==> src/rtl/mem_pkg.sv <==
// Shared definitions for the data-memory load/store unit.
//   SZ_B / SZ_H / SZ_W : access size encodings on size_i (2'b11 is handled as word)
//   state_e            : transaction FSM states
package mem_pkg;

    localparam logic [1:0] SZ_B = 2'b00;
    localparam logic [1:0] SZ_H = 2'b01;
    localparam logic [1:0] SZ_W = 2'b10;

    typedef enum logic [1:0] {
        IDLE = 2'b00,
        BUSY = 2'b01,
        DONE = 2'b10
    } state_e;

endpackage

==> src/rtl/lsu_align.sv <==
// Combinational byte-lane steering for the load/store unit.
// Ports:
//   size_i, lane_i, wdata_i      : incoming access (size, addr[1:0], right-justified store data)
//   aligned_o                    : access is naturally aligned for its size
//   be_o, wdata_o                : byte enables and lane-replicated store data
//   ld_size_i, ld_lane_i,
//   ld_unsigned_i, rdata_i       : latched load attributes and the raw read word
//   rdata_o                      : extracted and sign/zero-extended load data
module lsu_align
    import mem_pkg::*;
(
    input  logic [1:0]  size_i,
    input  logic [1:0]  lane_i,
    input  logic [31:0] wdata_i,
    output logic        aligned_o,
    output logic [3:0]  be_o,
    output logic [31:0] wdata_o,
    input  logic [1:0]  ld_size_i,
    input  logic [1:0]  ld_lane_i,
    input  logic        ld_unsigned_i,
    input  logic [31:0] rdata_i,
    output logic [31:0] rdata_o
);

    logic [7:0]  ld_byte;
    logic [15:0] ld_half;

    // Store side: enables and replicated data
    always_comb begin
        aligned_o = 1'b1;
        be_o      = 4'b1111;
        wdata_o   = wdata_i;
        case (size_i)
            SZ_B: begin
                be_o    = 4'b0001 << lane_i;
                wdata_o = {4{wdata_i[7:0]}};
            end
            SZ_H: begin
                aligned_o = ~lane_i[0];
                be_o      = 4'b0011 << lane_i;
                wdata_o   = {2{wdata_i[15:0]}};
            end
            default: begin
                aligned_o = (lane_i == 2'b00);
            end
        endcase
    end

    // Load side: little-endian extract then extend
    always_comb begin
        ld_byte = rdata_i[{ld_lane_i, 3'b000} +: 8];
        ld_half = rdata_i[{ld_lane_i[1], 4'b0000} +: 16];
        case (ld_size_i)
            SZ_B:    rdata_o = {{24{~ld_unsigned_i & ld_byte[7]}}, ld_byte};
            SZ_H:    rdata_o = {{16{~ld_unsigned_i & ld_half[15]}}, ld_half};
            default: rdata_o = rdata_i;
        endcase
    end

endmodule

==> src/rtl/data_mem_access.sv <==
// MEM-stage load/store unit: initiator side of the data-memory req/ack port.
// Accepts a load or store from EX/MEM, stalls the pipeline for the whole memory
// transaction and returns extended load data in the DONE cycle.
// Ports:
//   clk_i, rst_n_i                 : clock, asynchronous active-low reset
//   MemRe_i, MemWr_i               : load / store request (store wins if both)
//   size_i, unsigned_i, addr_i,
//   data_i                         : access size, zero-extend select, byte address, store data
//   data_o                         : load result, valid in DONE, held until the next load
//   stall_o                        : pipeline hold (combinational)
//   misalign_o, timeout_o          : single-cycle error pulses
//   mem_req_o, mem_we_o, mem_addr_o,
//   mem_be_o, mem_wdata_o          : memory request, stable throughout BUSY
//   mem_ack_i, mem_rdata_i         : memory completion pulse and read word
module data_mem_access
    import mem_pkg::*;
#(
    parameter int unsigned TIMEOUT = 16,
    parameter int unsigned CNT_W   = 5
) (
    input  logic        clk_i,
    input  logic        rst_n_i,
    input  logic        MemRe_i,
    input  logic        MemWr_i,
    input  logic [1:0]  size_i,
    input  logic        unsigned_i,
    input  logic [31:0] addr_i,
    input  logic [31:0] data_i,
    output logic [31:0] data_o,
    output logic        stall_o,
    output logic        misalign_o,
    output logic        timeout_o,
    output logic        mem_req_o,
    output logic        mem_we_o,
    output logic [31:0] mem_addr_o,
    output logic [3:0]  mem_be_o,
    output logic [31:0] mem_wdata_o,
    input  logic        mem_ack_i,
    input  logic [31:0] mem_rdata_i
);

    localparam logic [CNT_W-1:0] TERM = CNT_W'(TIMEOUT - 1);

    state_e             state_q;
    logic               we_q;
    logic [1:0]         size_q;
    logic               uns_q;
    logic [1:0]         lane_q;
    logic [29:0]        waddr_q;
    logic [31:0]        wdata_q;
    logic [3:0]         be_q;
    logic [CNT_W-1:0]   cnt_q;
    logic [31:0]        data_q;
    logic               tout_q;

    logic               req_any;
    logic               aligned;
    logic               start;
    logic               busy;
    logic [3:0]         be;
    logic [31:0]        wdata_rep;
    logic [31:0]        ld_ext;

    lsu_align u_align (
        .size_i        (size_i),
        .lane_i        (addr_i[1:0]),
        .wdata_i       (data_i),
        .aligned_o     (aligned),
        .be_o          (be),
        .wdata_o       (wdata_rep),
        .ld_size_i     (size_q),
        .ld_lane_i     (lane_q),
        .ld_unsigned_i (uns_q),
        .rdata_i       (mem_rdata_i),
        .rdata_o       (ld_ext)
    );

    assign req_any = MemRe_i | MemWr_i;
    assign start   = req_any & aligned;
    assign busy    = (state_q == BUSY);

    always_ff @(posedge clk_i or negedge rst_n_i) begin
        if (!rst_n_i) begin
            state_q <= IDLE;
            we_q    <= 1'b0;
            size_q  <= SZ_B;
            uns_q   <= 1'b0;
            lane_q  <= 2'b00;
            waddr_q <= '0;
            wdata_q <= '0;
            be_q    <= '0;
            cnt_q   <= '0;
            data_q  <= '0;
            tout_q  <= 1'b0;
        end else begin
            case (state_q)
                IDLE: begin
                    if (start) begin
                        we_q    <= MemWr_i;
                        size_q  <= size_i;
                        uns_q   <= unsigned_i;
                        lane_q  <= addr_i[1:0];
                        waddr_q <= addr_i[31:2];
                        wdata_q <= wdata_rep;
                        be_q    <= be;
                        cnt_q   <= '0;
                        state_q <= BUSY;
                    end
                end
                BUSY: begin
                    // Ack beats the terminal count when both land together
                    if (mem_ack_i) begin
                        if (!we_q) begin
                            data_q <= ld_ext;
                        end
                        state_q <= DONE;
                    end else if (cnt_q == TERM) begin
                        data_q  <= '0;
                        tout_q  <= 1'b1;
                        state_q <= DONE;
                    end else begin
                        cnt_q <= cnt_q + 1'b1;
                    end
                end
                DONE: begin
                    tout_q  <= 1'b0;
                    state_q <= IDLE;
                end
                default: begin
                    state_q <= IDLE;
                end
            endcase
        end
    end

    // Memory-side outputs are gated so nothing leaks outside BUSY
    assign mem_req_o   = busy;
    assign mem_we_o    = busy & we_q;
    assign mem_addr_o  = busy ? {waddr_q, 2'b00} : '0;
    assign mem_be_o    = busy ? be_q : '0;
    assign mem_wdata_o = busy ? wdata_q : '0;

    assign stall_o    = ((state_q == IDLE) & start) | busy;
    assign misalign_o = (state_q == IDLE) & req_any & ~aligned;
    assign timeout_o  = tout_q;
    assign data_o     = data_q;

endmodule

==> config.mk <==
export PLATFORM = sky130hd
export DESIGN_NAME = data_mem_access
export DESIGN_NICKNAME = d
export VERILOG_FILES = /design/src/rtl/mem_pkg.sv /design/src/rtl/lsu_align.sv /design/src/rtl/data_mem_access.sv
export SDC_FILE = /design/constraint.sdc
export NUM_CORES = 1
export LEC_CHECK = 0
export BUFFER_PORTS_ARGS = -buffer_cell sky130_fd_sc_hd__buf_2
export CAP_MARGIN = 20
export CORE_UTILIZATION = 50
export DETAILED_ROUTE_END_ITERATION = 8
export PLACE_DENSITY = 0.76
export SKIP_LAST_GASP = 1
export SLEW_MARGIN = 25
export SYNTH_ARGS = -nofsm -noshare
export SYNTH_HDL_FRONTEND = slang
export SYNTH_SLANG_ARGS = --single-unit
==> constraint.sdc <==
create_clock -name clk_i -period 3.3 [get_ports clk_i]
set_input_delay 0 -clock clk_i [delete_from_list [all_inputs] [get_ports clk_i]]
set_output_delay 0 -clock clk_i [all_outputs]
set_load 0.1 [all_outputs]
==> results_tabular.tex, run 1 <==
\begin{tabular}{lr}
\hline
Metric & Value \\
\hline
\multicolumn{2}{l}{\textbf{Routing}} \\
Detailed-route vias per instance & 5.377 \\
Antenna Nets Post-Route & 0 \\
Met1 wire length & 6500 um \\
Top layer in use & met4 \\
Number of iterations in the first detailed-routing pass & 5 \\
Met2 routed WL & 8289 um \\
Detail-routed net length per standard cell & 17.50 um \\
Via count of the routed design & 5,076 \\
1st-iter DRT viols & 329 \\
Total length of routed met3 wires & 1211 um \\
Drt drc & 0 \\
Routed WL & 16,520 um \\
\multicolumn{2}{l}{\textbf{Cells and area}} \\
Most common library cell in the layout ignoring fill and taps & sky130\_fd\_sc\_hd\_\_buf\_2 \\
Most frequent cells in the layout & sky130\_fd\_sc\_hd\_\_buf\_2, sky130\_fd\_sc\_hd\_\_dfrtp\_1, sky130\_fd\_sc\_hd\_\_dlygate4sd3\_1 \\
Final standard cell count with taps included and fillers excluded & 944 \\
Filler cell count & 784 \\
Area Growth Syn to Fin & 38.36\% \\
Final Net Count & 904 \\
Fraction of layout cells with a size suffix above 1 & 0.3611 \\
Multi-input combinational cell area & 2684 um2 \\
Combined flip-flop and latch cell area & 2803 um2 \\
\multicolumn{2}{l}{\textbf{Setup path}} \\
Critical path class & reg -> reg \\
Startpoint types & flop \\
Critical path capture point & data\_o[7]\$\_DFFE\_PN0P\_ \\
Worst Setup End Kind & flop \\
Data required time at the worst endpoint & 3.54 ns \\
Reg2reg end & data\_o[7]\$\_DFFE\_PN0P\_ \\
Worst reg-to-reg setup slack & 0.66 ns \\
Maximum fanout along the worst path & 46 \\
Arrival time at the worst endpoint & 2.87 ns \\
Depth of the worst register-to-register path & 7 \\
Crit Reg-Reg Startpoint & state\_q[1]\$\_DFFE\_PN0P\_ \\
Worst setup path start & state\_q[1]\$\_DFFE\_PN0P\_ \\
\multicolumn{2}{l}{\textbf{Clock network}} \\
CTS Root Buffer Type & sky130\_fd\_sc\_hd\_\_clkbuf\_16 \\
Maximum buffer depth of the clock tree & 2 \\
Clk Latency, worst-skew pair & 0.35 ns \\
TritonCTS clock tree & yes \\
Clk sinks & 112 \\
Inserted Clock Buffers & 9 \\
Number of levels the H-tree was split into & 3 \\
Clock-pin transition on the worst setup and hold timing paths & 0.07 ns \\
\multicolumn{2}{l}{\textbf{Placement}} \\
Placer Congestion & 0.8264 \\
Quantity of I/O buffers inserted on ports & 206 \\
Placed Cells incl. Taps & 836 \\
HPWL after detailed placement & 10,530 um \\
\multicolumn{2}{l}{\textbf{Power and ir drop}} \\
Worst voltage drop across the vdd grid & 0.001168 V \\
Power Density & 1006 nW/um2 \\
Static leakage & 0.004129 uW \\
\multicolumn{2}{l}{\textbf{STA}} \\
Max-slew violation total from the final report & 0 \\
Setup repair after global routing missed its margin & false \\
Worst clock skew on the final layout & 0.008115 ns \\
Achievable clock frequency & 0.3794 GHz \\
Minimum clock period after layout & 2.636 ns \\
Slew at the pin closest to its max-slew limit & 0.9279 ns \\
Final Hold Violating Endpoints & 0 \\
Period utilization & 0.7987 \\
Worst rel slew slack & 0.3791 \\
Setup TNS & 0 ns \\
Count of endpoints failing setup in the final report & 0 \\
\multicolumn{2}{l}{\textbf{Die}} \\
Die width & 109.6 um \\
Y dimension of the die & 109.6 um \\
I/O pin cnt & 209 \\
Initial Util & 0.5226 \\
Overall die area & 12,010 um2 \\
Core ar. & 11,080 um2 \\
Number of placement rows & 38 \\
\multicolumn{2}{l}{\textbf{Logic synthesis}} \\
Fraction of registers with async set/reset & 1.000 \\
Mapped cell area & 5789 um2 \\
Flip-flop cell with the highest count after synthesis & sky130\_fd\_sc\_hd\_\_dfrtp\_1 \\
Fraction of the yosys area taken by sequential cells & 0.4841 \\
Post-synth EDFFs & 0 \\
\#FFs+latches synth & 112 \\
Synthesized instance count & 521 \\
Cell variety after synth & 48 \\
Count of yosys warnings during synthesis & 0 \\
Post-Syn Area per Cell & 11.11 um2 \\
\multicolumn{2}{l}{\textbf{Global route}} \\
First-pass GRT wire length & 25,610 um \\
Total grt overflow & 0 \\
Total GRT Usage & 0.2826 \\
Antenna violations before repair & 1 \\
Vias in the first global route & 5,122 \\
Pin count of the biggest net entering global routing & 85 \\
\multicolumn{2}{l}{\textbf{Min path}} \\
Worst min-delay path category & in -> reg \\
\multicolumn{2}{l}{\textbf{Flow run}} \\
Max Cap Viol & 0 \\
\multicolumn{2}{l}{\textbf{Outcome}} \\
Run status & finished, final reports clean \\
\hline
\end{tabular}
[cell usage after synthesis, types with 2 or more instances]
master | n | area share
sky130_fd_sc_hd__a22o_1 | 13 | 0.020
sky130_fd_sc_hd__nor2b_1 | 3 | 0.0032
sky130_fd_sc_hd__dfrtp_1 | 112 | 0.48
sky130_fd_sc_hd__ha_1 | 2 | 0.0043
sky130_fd_sc_hd__o21ai_1 | 12 | 0.010
sky130_fd_sc_hd__and2_1 | 68 | 0.073
sky130_fd_sc_hd__buf_4 | 2 | 0.0026
sky130_fd_sc_hd__mux2_2 | 9 | 0.018
sky130_fd_sc_hd__a221o_1 | 16 | 0.028
sky130_fd_sc_hd__inv_1 | 15 | 0.0097
sky130_fd_sc_hd__buf_2 | 4 | 0.0035
sky130_fd_sc_hd__a22oi_1 | 8 | 0.010
sky130_fd_sc_hd__nor2_1 | 17 | 0.011
sky130_fd_sc_hd__a21oi_1 | 29 | 0.025
sky130_fd_sc_hd__clkbuf_1 | 22 | 0.014
sky130_fd_sc_hd__nand3_1 | 6 | 0.0052
sky130_fd_sc_hd__nand2_1 | 34 | 0.022
sky130_fd_sc_hd__nor3_1 | 5 | 0.0043
sky130_fd_sc_hd__buf_6 | 4 | 0.0078
sky130_fd_sc_hd__buf_1 | 3 | 0.0019
sky130_fd_sc_hd__o21ai_0 | 39 | 0.034
sky130_fd_sc_hd__mux2i_1 | 24 | 0.041
sky130_fd_sc_hd__or2_2 | 2 | 0.0022
sky130_fd_sc_hd__nor4_1 | 2 | 0.0022
sky130_fd_sc_hd__mux2_4 | 44 | 0.11
sky130_fd_sc_hd__buf_12 | 4 | 0.014
[per-layer routing]
layer | up-vias | track usage
li1 | 2383 | -
met1 | 2401 | 0.3292
met2 | 251 | 0.4897
met3 | 41 | 0.07410
met4 | 0 | 0.1238
met5 | - | 0
[layout make-up]
class                      instances  share of cell area
clock buffer                      10             0.02858
antenna                            1           0.0003124
timing repair buffer             304              0.2513
multi-input combinational        355              0.3351
tap                              140             0.02187
inverter                          16            0.007498
sequential                       112              0.3499
clock inverter                     6            0.005467
[stage by stage]
stage	util	hold slack [ns]	power (uW)	area (um2)	worst slack (ns)
6_report	0.7231	0.01744	8060	8010	0.6643
3_3_place_gp	0.6157	0.2337	6831	6820	0.9915
5_1_grt	0.7231	0.03135	8385	8010	0.5070
3_5_place_dp	0.6157	0.2352	6912	6820	0.9210
4_1_cts	0.7216	0.003321	8052	7994	0.6507
2_1_floorplan	-	-0.2956	6183	5793	0.6815
[cell families (layout without fill, tap and decap cells)]
logic type / count (synthesis) / after routing / synth area share
AOI/OAI and AO/OA: 126 / 126 / 0.1439
adders and majority gates: 2 / 2 / 0.004322
other: 1 / 3 / 0.0006477
buffers and inverters: 55 / 336 / 0.05424
xor gates and xnor gates: 1 / 1 / 0.001513
and+or+nand+nor: 147 / 147 / 0.1381
muxes: 77 / 77 / 0.1731
DFF: 112 / 112 / 0.4841
[registers in the layout, summed over array words and instances (netlist names), 2 cells and up]
signal	flops
size_q	2
be_q	4
state_q	2
wdata_q	32
lane_q	2
cnt_q	5
waddr_q	30
data_o	32
[critical path, stage by stage, from the launching register on]
cell,delay (ns)
sky130_fd_sc_hd__dfrtp_1,0.40
sky130_fd_sc_hd__or2b_1,0.32
sky130_fd_sc_hd__inv_2,0.53
sky130_fd_sc_hd__o21ai_2,0.11
sky130_fd_sc_hd__buf_4,0.27
sky130_fd_sc_hd__a22oi_1,0.21
sky130_fd_sc_hd__o21ai_0,0.11
sky130_fd_sc_hd__dlygate4sd3_1,0.57
[report_power, final]
group,switching [uW],internal (uW),total (uW)
Combinational,3570,1150,4720
Clock,510,516,1030
Sequential,403,1920,2320
Total,4480,3580,8060
[worst min path at each step]
stage	start	end	cells past startpoint
2_1_floorplan	rst_n_i	be_q[0]$_DFFE_PN0P_	0
3_3_place_gp	addr_i[28]	waddr_q[26]$_DFFE_PN0P_	2
3_5_place_dp	addr_i[27]	waddr_q[25]$_DFFE_PN0P_	2
4_1_cts	data_i[8]	wdata_q[8]$_DFFE_PN0P_	3
5_1_grt	addr_i[0]	lane_q[0]$_DFFE_PN0P_	2
6_report	addr_i[0]	be_q[1]$_DFFE_PN0P_	3
[repair_timing]
action	CTS	global route
hold buffers	90	1
hold endpoints to repair	168	1
gates resized for setup	0	0
setup buffers	0	0
No activity file was read; power rests on OpenSTA's default activity.
==> inputs of run 2 (changes only) <==
--- a/config.mk
+++ b/config.mk
@@ -7,9 +7,9 @@
 export LEC_CHECK = 0
 export BUFFER_PORTS_ARGS = -buffer_cell sky130_fd_sc_hd__buf_2
 export CAP_MARGIN = 20
-export CORE_UTILIZATION = 50
+export CORE_UTILIZATION = 45
 export DETAILED_ROUTE_END_ITERATION = 8
-export PLACE_DENSITY = 0.76
+export PLACE_DENSITY = 0.72
 export SKIP_LAST_GASP = 1
 export SLEW_MARGIN = 25
 export SYNTH_ARGS = -nofsm -noshare
==> constraint.sdc (replaced) <==
create_clock -name clk_i -period 2.35 [get_ports clk_i]
set_input_delay 0 -clock clk_i [delete_from_list [all_inputs] [get_ports clk_i]]
set_output_delay 0 -clock clk_i [all_outputs]
set_load 0.1 [all_outputs]
==> run 2 against run 1 <==
Compared with the run above:
- final cell count increased by 4.0%
- combinational power grew 45%
- power grew 44%
- clock power rose by 52%
- worst hold slack better by 0.0045 ns
==> results_tabular.tex, run 2 (synthesis gave the netlist of run 1 again) <==
\begin{tabular}{lr}
\hline
Metric & Value \\
\hline
\multicolumn{2}{l}{\textbf{Placement}} \\
Quantity of I/O buffers inserted on ports & 206 \\
Instance area after placement & 7044 um2 \\
Worst setup slack before clock tree synthesis & 0.2896 ns \\
HPWL after detailed placement & 10,560 um \\
Placer Congestion & 0.8263 \\
\multicolumn{2}{l}{\textbf{Setup path}} \\
Worst reg-to-reg setup slack & 0.27 ns \\
Worst-path cell with the longest stage delay & sky130\_fd\_sc\_hd\_\_buf\_2 \\
Dominant delay contributor by cell family on the critical path & buffers and inverters \\
Critical path class & reg -> out \\
Worst setup path start & state\_q[1]\$\_DFFE\_PN0P\_ \\
Data required time at the worst endpoint & 2.35 ns \\
Delay of the slowest critical-path stage & 0.43 ns \\
Arrival time at the worst endpoint & 2.14 ns \\
Maximum fanout along the worst path & 65 \\
Crit Reg-Reg Startpoint & state\_q[1]\$\_DFFE\_PN0P\_ \\
Worst Setup End Kind & output port \\
Cell-by-cell trace of the critical path & or2b\_1 -> inv\_2 -> buf\_12 -> and2\_1 -> buf\_2 \\
Total buffers and inverters traversed by the critical path & 3 \\
Startpoint types & flop \\
\multicolumn{2}{l}{\textbf{STA}} \\
Count of endpoints failing setup in the final report & 0 \\
Achievable clock frequency & 0.4681 GHz \\
Worst clock skew on the final layout & 0.01190 ns \\
Worst rel slew slack & 0.3665 \\
Max-slew violation total from the final report & 0 \\
Slew at the pin closest to its max-slew limit & 0.9502 ns \\
Setup TNS & 0 ns \\
Setup repair after global routing missed its margin & false \\
Minimum clock period after layout & 2.136 ns \\
PnR worst setup slack & 0.2138 ns \\
Period utilization & 0.9090 \\
Final Hold Violating Endpoints & 0 \\
\multicolumn{2}{l}{\textbf{Routing}} \\
Detail-routed net length per standard cell & 16.74 um \\
Number of iterations in the first detailed-routing pass & 4 \\
Routed WL & 16,440 um \\
Drt drc & 0 \\
Antenna Nets Post-Route & 0 \\
Detailed-route vias per instance & 5.199 \\
1st-iter DRT viols & 276 \\
Via count of the routed design & 5,105 \\
\multicolumn{2}{l}{\textbf{Clock network}} \\
TritonCTS clock tree & yes \\
Inserted Clock Buffers & 9 \\
Maximum buffer depth of the clock tree & 2 \\
Clk Latency, worst-skew pair & 0.35 ns \\
Number of levels the H-tree was split into & 3 \\
Clk sinks & 112 \\
Post-CTS Resized & 0 \\
Post-CTS repair timing setup buffer count & 0 \\
Hold-fix buffers, CTS & 91 \\
Clock-pin transition on the worst setup and hold timing paths & 0.07 ns \\
CTS Root Buffer Type & sky130\_fd\_sc\_hd\_\_clkbuf\_16 \\
\multicolumn{2}{l}{\textbf{Global route}} \\
Vias in the first global route & 5,247 \\
Antenna violations before repair & 0 \\
Total GRT Usage & 0.2545 \\
Pin count of the biggest net entering global routing & 66 \\
First-pass GRT wire length & 26,150 um \\
Total grt overflow & 0 \\
\multicolumn{2}{l}{\textbf{Cells and area}} \\
Final non-filler cell area & 8262 um2 \\
\# diodes & 0 \\
Most frequent cells in the layout & sky130\_fd\_sc\_hd\_\_buf\_2, sky130\_fd\_sc\_hd\_\_dfrtp\_1, sky130\_fd\_sc\_hd\_\_dlygate4sd3\_1 \\
Fraction of layout cells with a size suffix above 1 & 0.3704 \\
Area Growth Syn to Fin & 42.71\% \\
Final Net Count & 911 \\
Most common library cell in the layout ignoring fill and taps & sky130\_fd\_sc\_hd\_\_buf\_2 \\
\multicolumn{2}{l}{\textbf{Min path}} \\
Source of the worst hold timing path & mem\_rdata\_i[2] \\
Worst min-delay path category & in -> reg \\
\multicolumn{2}{l}{\textbf{Outcome}} \\
Run status & finished, final reports clean \\
\multicolumn{2}{l}{\textbf{Die}} \\
Core ar. & 12,570 um2 \\
Number of placement rows & 41 \\
Initial Util & 0.4606 \\
Y dimension of the die & 115.4 um \\
Die width & 115.4 um \\
I/O pin cnt & 209 \\
Overall die area & 13,320 um2 \\
\multicolumn{2}{l}{\textbf{Power and ir drop}} \\
Static leakage & 0.004212 uW \\
Power Density & 1402 nW/um2 \\
Worst voltage drop across the vdd grid & 0.0006935 V \\
\multicolumn{2}{l}{\textbf{Flow run}} \\
Max Cap Viol & 0 \\
\hline
\end{tabular}
-- run 2: cell count changes in the layout (fill, tap and decap cells not counted), moves of 2 or more --
cell | before | now
sky130_fd_sc_hd__buf_12 | 1 | 10
sky130_fd_sc_hd__buf_2 | 205 | 199
sky130_fd_sc_hd__buf_4 | 6 | 11
sky130_fd_sc_hd__clkinv_4 | 2 | 0
-- run 2: final timing paths --
path                                          endpoint  depth (start not counted)
worst min-delay path             data_o[2]$_DFFE_PN0P_                          4
worst max-delay path                     mem_addr_o[3]                          5
max in group asynchronous         cnt_q[4]$_DFFE_PN0P_                          3
min in group asynchronous       waddr_q[8]$_DFFE_PN0P_                          2
worst min register to register     be_q[0]$_DFFE_PN0P_                          1
worst max register to register  waddr_q[4]$_DFFE_PN0P_                          4
-- run 2: per-layer routing --
| layer | GRT usage | share of wire | routed length, um |
|---|---|---|---|
| met1 | 0.3008 | 0.41 | 6775 |
| met2 | 0.4455 | 0.50 | 8236 |
| met3 | 0.06119 | 0.069 | 1128 |
| met4 | 0.1022 | 0.018 | 301 |
| met5 | 0 | 0 | 0 |
-- run 2: per-stage QoR --
step | cells | total power [uW] | util | hold WS, ns
2_1_floorplan | 522 | 8686 | - | -0.2956
3_3_place_gp | 875 | 9754 | 0.5605 | 0.06649
3_5_place_dp | 875 | 9878 | 0.5605 | 0.07808
4_1_cts | 982 | 11600 | 0.6571 | 0.01536
5_1_grt | 982 | 12100 | 0.6573 | 0.03353
6_report | 982 | 11590 | 0.6573 | 0.02193
-- run 2: power breakdown --
group          internal, uW  switching [uW]  leakage (uW)
clock                   861             714      0.000149
combinational          1740            5090       0.00269
sequential             2690             485       0.00137
-- run 2: worst reg2reg max path, cell delays in order (launching register included) --
cell and delay [ns]:
sky130_fd_sc_hd__dfrtp_1 0.40, sky130_fd_sc_hd__or2_1 0.28, sky130_fd_sc_hd__or4b_4 0.69, sky130_fd_sc_hd__buf_12 0.25, sky130_fd_sc_hd__mux2_4 0.36
-- run 2: area by class of cell --
type,instances,area [um2]
fillers,954,4307
clock buffers,10,239.0
clock inverters,6,65.06
multi-input cells,355,2690
repair buffers,311,2190
inverters,16,60.06
flip-flops and latches,112,2803
well taps,172,215.2
